File: src/rtl/seg_scan.sv
// ---------------------------------------------------------------------------
// seg_scan
//   Time-multiplexed 7-segment display scanner. Takes eight per-digit segment
//   patterns and drives one shared segment bus plus a one-hot digit select.
//   A blanking gap separates consecutive digits to suppress ghosting.
//   All eight patterns are snapshotted at the start of each frame, so a
//   digit cannot tear while the upstream core is updating it.
//
//   Scan sequence: BLANK (BLANK cycles) -> SHOW digit idx (DIV cycles) ->
//   BLANK -> SHOW digit idx+1 ... -> digit 7 -> wrap to digit 0.
//   Frame period = 8*(DIV+BLANK) cycles.
//
// Parameters
//   DIV        cycles each digit is shown, >= 1
//   BLANK      cycles all digits are dark between digits, >= 1
//   ACTIVE_LOW 1: seg_out and dig_sel are active-low (lit bit = 0)
//
// Ports
//   clk_in      in   clock, all state changes on the rising edge
//   reset_in    in   synchronous reset, active-high, highest priority
//   enable      in   1 = scan; 0 = force dark and restart at digit 0
//   seg_a..h    in   segment patterns of digits 0..7 (bit=1 lit, bit7 = dp)
//   seg_out     out  shared segment bus (registered)
//   dig_sel     out  one-hot digit select, bit i = digit i (registered)
//   frame_tick  out  one-cycle pulse in the first SHOW cycle of digit 0
//
// There is no valid/ready handshake: the seg_* inputs are level signals
// that are simply sampled once per frame.
// ---------------------------------------------------------------------------
module seg_scan #(
    parameter int DIV        = 4,
    parameter int BLANK      = 2,
    parameter bit ACTIVE_LOW = 1'b0
) (
    input  logic       clk_in,
    input  logic       reset_in,
    input  logic       enable,
    input  logic [7:0] seg_a,
    input  logic [7:0] seg_b,
    input  logic [7:0] seg_c,
    input  logic [7:0] seg_d,
    input  logic [7:0] seg_e,
    input  logic [7:0] seg_f,
    input  logic [7:0] seg_g,
    input  logic [7:0] seg_h,
    output logic [7:0] seg_out,
    output logic [7:0] dig_sel,
    output logic       frame_tick
);

    // Phase counter only has to reach the longer of the two phases.
    localparam int MAX_CNT = (DIV > BLANK) ? DIV : BLANK;
    localparam int CW      = (MAX_CNT > 1) ? $clog2(MAX_CNT) : 1;

    localparam logic [CW-1:0] DIV_LAST   = CW'(DIV - 1);
    localparam logic [CW-1:0] BLANK_LAST = CW'(BLANK - 1);

    // Value that means "dark" on both output buses; also used as the XOR
    // mask that converts active-high internal values to the pin polarity.
    localparam logic [7:0] OFF_VAL = ACTIVE_LOW ? 8'hFF : 8'h00;

    typedef enum logic {
        ST_BLANK = 1'b0,
        ST_SHOW  = 1'b1
    } state_t;

    // FSM state kept as named registers so checkers can bind to them.
    state_t        state;
    logic [CW-1:0] cnt;
    logic [2:0]    idx;
    logic [7:0]    snap [8];

    // Inputs gathered into an array so the digit index can address them.
    logic [7:0] seg_in [8];

    always_comb begin
        seg_in[0] = seg_a;
        seg_in[1] = seg_b;
        seg_in[2] = seg_c;
        seg_in[3] = seg_d;
        seg_in[4] = seg_e;
        seg_in[5] = seg_f;
        seg_in[6] = seg_g;
        seg_in[7] = seg_h;
    end

    // -----------------------------------------------------------------------
    // Next-state decode
    // -----------------------------------------------------------------------
    state_t        nxt_state;
    logic [CW-1:0] nxt_cnt;
    logic [2:0]    nxt_idx;
    logic          load_snap;

    always_comb begin
        nxt_state = state;
        nxt_cnt   = cnt + CW'(1);
        nxt_idx   = idx;
        load_snap = 1'b0;
        case (state)
            ST_BLANK: begin
                if (cnt == BLANK_LAST) begin
                    nxt_state = ST_SHOW;
                    nxt_cnt   = '0;
                    // Entering digit 0 starts a new frame: take the snapshot.
                    load_snap = (idx == 3'd0);
                end
            end
            ST_SHOW: begin
                if (cnt == DIV_LAST) begin
                    nxt_state = ST_BLANK;
                    nxt_cnt   = '0;
                    nxt_idx   = idx + 3'd1;  // 7 wraps to 0 naturally
                end
            end
            default: begin
                nxt_state = ST_BLANK;
                nxt_cnt   = '0;
                nxt_idx   = 3'd0;
            end
        endcase
    end

    // -----------------------------------------------------------------------
    // Output decode for the next state. The outputs are registered on the
    // same edge as the state, so the value is derived from next-state terms.
    // On the frame-start edge the snapshot is still being written, so the
    // pattern for digit 0 comes straight from the input instead.
    // -----------------------------------------------------------------------
    logic [7:0] nxt_pattern;
    logic [7:0] nxt_onehot;

    always_comb begin
        nxt_pattern = load_snap ? seg_in[0] : snap[nxt_idx];
        nxt_onehot  = 8'h01 << nxt_idx;
    end

    // -----------------------------------------------------------------------
    // FSM, snapshot and registered outputs
    // -----------------------------------------------------------------------
    always_ff @(posedge clk_in) begin
        if (reset_in) begin
            state      <= ST_BLANK;
            cnt        <= '0;
            idx        <= 3'd0;
            for (int i = 0; i < 8; i++) begin
                snap[i] <= 8'h00;
            end
            seg_out    <= OFF_VAL;
            dig_sel    <= OFF_VAL;
            frame_tick <= 1'b0;
        end else if (!enable) begin
            // Same restart as reset, but the last snapshot is kept.
            state      <= ST_BLANK;
            cnt        <= '0;
            idx        <= 3'd0;
            seg_out    <= OFF_VAL;
            dig_sel    <= OFF_VAL;
            frame_tick <= 1'b0;
        end else begin
            state      <= nxt_state;
            cnt        <= nxt_cnt;
            idx        <= nxt_idx;
            frame_tick <= load_snap;
            if (load_snap) begin
                for (int i = 0; i < 8; i++) begin
                    snap[i] <= seg_in[i];
                end
            end
            if (nxt_state == ST_SHOW) begin
                seg_out <= nxt_pattern ^ OFF_VAL;
                dig_sel <= nxt_onehot ^ OFF_VAL;
            end else begin
                seg_out <= OFF_VAL;
                dig_sel <= OFF_VAL;
            end
        end
    end

endmodule

File: config.mk
export PLATFORM = sky130hd
export DESIGN_NAME = seg_scan
export DESIGN_NICKNAME = d
export VERILOG_FILES = /design/src/rtl/seg_scan.sv
export SDC_FILE = /design/constraint.sdc
export NUM_CORES = 1
export LEC_CHECK = 0
export CAP_MARGIN = 40
export CORE_UTILIZATION = 55
export DETAILED_ROUTE_END_ITERATION = 7
export PLACE_DENSITY = 0.85
export SLEW_MARGIN = 20
export SYNTH_ARGS = -nofsm -noshare
export SYNTH_HDL_FRONTEND = slang
export SYNTH_SLANG_ARGS = --single-unit
File: constraint.sdc
create_clock -name clk_in -period 6.8 [get_ports clk_in]
set_clock_uncertainty 0.05 [all_clocks]
set_input_delay 0.68 -clock clk_in [delete_from_list [all_inputs] [get_ports clk_in]]
set_output_delay 0.68 -clock clk_in [all_outputs]
set_load 0.005 [all_outputs]
==> results.py <==
metrics = {
    "synthesis": {
        "synth-seq-cells": 87,
        "ys_warn_count": 0,
        "synthXorXnorAreaFrac_pct": 0.635,
        "synth_area_per_cell_um2": 12.3,
        "synth-compound-area-share_pct": 12.6,
        "synth_top_cell_area_share_pct": 46.5,
        "ys.flop_type": "edfxtp_1",
        "ys_top_cells_by_area": "edfxtp_1 (46%), dfxtp_1 (11%), and2_1 (7.1%)",
        "netlist_area_um2": 4140,
        "synth_edf_count": 64,
        "yosysMostFrequentCell": "edfxtp_1",
        "ys_seq_area_share_pct": 57.6,
        "synth_top_cell_by_area": "edfxtp_1",
        "synth-simple-area-share_pct": 16.1,
        "postSynthCellCount": 335,
        "synthMuxAreaShare_pct": 7.69,
        "synth_fa_ha_area_share_pct": 1.82,
        "synth.distinct_cells": 55,
        "synth_commonest_cells": "edfxtp_1 (64), and2_1 (47), nor2_1 (25)",
        "synth_fp_nets": 408,
        "synthArstFlopShare_pct": 0,
        "synth_top_family_by_area": "simple AND/OR/NAND/NOR gates",
    },
    "setup_path": {
        "crit_arrival_ps": 3690,
        "critical_path.endpoint_type": "flop",
        "startpoint": "reset_in",
        "critPathKind": "in -> reg",
        "rr_worst_depth": 9,
        "setup.worst_path.start_class": "input port",
        "critPathMaxFanout": 40,
        "critPathRequiredTime_ps": 7030,
        "timing.rr.start": "cnt[0]",
    },
    "floorplanning": {
        "initial_utilization_pct": 57.0,
        "chipWidth_um": 88.7,
        "rows": 31,
        "core_um2": 7250,
        "fp.dieH_um": 88.7,
        "die_area_um2": 7870,
        "ios": 84,
    },
    "final_layout": {
        "fillers": 509,
        "final_nets": 489,
        "fin_util_pct": 71.9,
        "design_area_um2": 5220,
        "area_growth_syn_to_layout_pct": 26.1,
        "layout.cells.non_filler": 520,
        "diodes": 0,
        "layout-drive-gt1-share_pct": 8.55,
    },
    "min_path": {
        "hp-class": "reg -> reg",
        "min_from": "cnt[0]",
        "hold_depth": 1,
    },
    "timing": {
        "fmax_ghz": 0.289,
        "setup_viol": 0,
        "slew_headroom_pct": 47.5,
        "fin_tns_setup_ps": 0,
        "worstMarginPinSlew_ps": 788,
        "min_period_ps": 3460,
        "slew_viol_final": 0,
        "period_share_pct": 50.9,
        "hold_viol_final": 0,
        "rsz0062_at_grt": "no",
        "fin_ws_ps": 3340,
        "hold_ws_ps": 481,
    },
    "cts": {
        "htree_levels": 3,
        "cts_setup_buffers": 0,
        "cts_tree": "done",
        "root_buffer": "clkbuf_8",
        "cts_hold_buf": 0,
        "insertion_delay_ps": 350,
        "cts_max_path_buffers": 2,
        "cts_made_buffers": 9,
        "cts.sinks": 87,
        "clk_pin_slew_ps": 80,
        "ctsResizeCount": 0,
    },
    "placed_design": {
        "numPortBuffers": 83,
        "dp_hpwl_um": 6330,
        "dpl_cell_area_um2": 5030,
        "post-place-cells": 504,
        "pre_cts_slack_ps": 3000,
        "place.gp.congestion": 0.816,
    },
    "global_route": {
        "grt.overflow.total": 0,
        "grt_pass1_wl_um": 14400,
        "grt_start_max_net_pins": 65,
        "grtUsageTotal_pct": 25.4,
        "antenna_found_initial": 0,
        "grt_pass1_vias": 2924,
    },
    "route": {
        "drc": 0,
        "avgRoutedWirePerCell_um": 17.8,
        "vias_per_cell": 5.74,
        "antenna_left": 0,
        "first_iter_violations": 290,
        "drt-total-wl_um": 9250,
        "vias": 2987,
        "firstDrtPassIters": 7,
    },
    "pwr": {
        "ir_drop_v": 0.000127,
        "powerDensity_nw_per_um2": 198,
        "leakagePower_nw": 1.97,
        "power_mw": 1.04,
    },
    "status": {
        "outcome": "complete, no violations",
    },
    "flow_run": {
        "drv_cap": 0,
    },
}
sequential cells by signal, indices dropped and copies added, names as in the netlist:
signal and cells:
cnt 2, dig_sel 8, frame_tick 1, idx 3, seg_out 8, snap 64, state 1
cell usage in the layout, fill, tap and decap left out, drive strengths merged, types with 3 or more instances in the layout:
cell	synthesis	final
clkinv	0	4
inv	13	14
o21ai	9	9
nor2b	16	16
mux2i	4	4
buf	10	5
a21oi	11	11
o22ai	6	6
nor2	26	26
o211ai	4	4
a222oi	4	4
o2bb2ai	3	3
clkdlybuf4s50	0	83
mux2	7	7
and2	47	47
edfxtp	64	64
a21o	4	4
dfxtp	23	23
ha	6	6
o221ai	3	3
a31o	3	3
clkbuf	8	10
nand2	17	17
mux4	8	8
layout make-up:
cell class	count	area, µm²	area share, %
multi-input combinational	217	1610	30.8
timing repair buffer	88	868	16.6
sequential	87	2380	45.7
inverter	13	48.8	0.935
clock buffer	10	128	2.45
tap	99	124	2.37
clock inverter	6	60.1	1.15
per-layer routing:
metal	vias up	share of wire, %	GRT usage [%]
li1	1402	-	-
met3	5	7.9	5.13
met2	150	52	43.3
met1	1430	39	32.9
met4	0	0.68	7.62
met5	-	0	0
final timing paths:
kind / endpoint / slack [ps]
worst max-delay path: seg_out[5] / 3340
worst min-delay path: cnt[0] / 480
worst min register to register: cnt[0] / 480
worst max register to register: seg_out[5] / 3740
power by group:
group / switching (mW) / internal [mW] / leakage [nW]
Sequential: 0.00757 / 0.595 / 0.851
Clock: 0.176 / 0.169 / 0.100
Combinational: 0.0348 / 0.0528 / 1.02
cells by family (layout without fill, tap and decap cells):
family,count (synthesis),in the layout
xor+xnor,3,3
mux,19,19
buf+inv,31,117
fa+ha+maj,6,6
flops,87,87
compound gates,70,70
simple gates,119,119
worst max-delay path, cell delays in order:
cell             delay (ps)
clkdlybuf4s50_1         750
nand3b_1                650
inv_1                   570
buf_4                   410
nand2_1                 130
a21o_1                  190
a31o_1                  170
a21oi_1                 110
No activity file was read; power rests on OpenSTA's default activity.
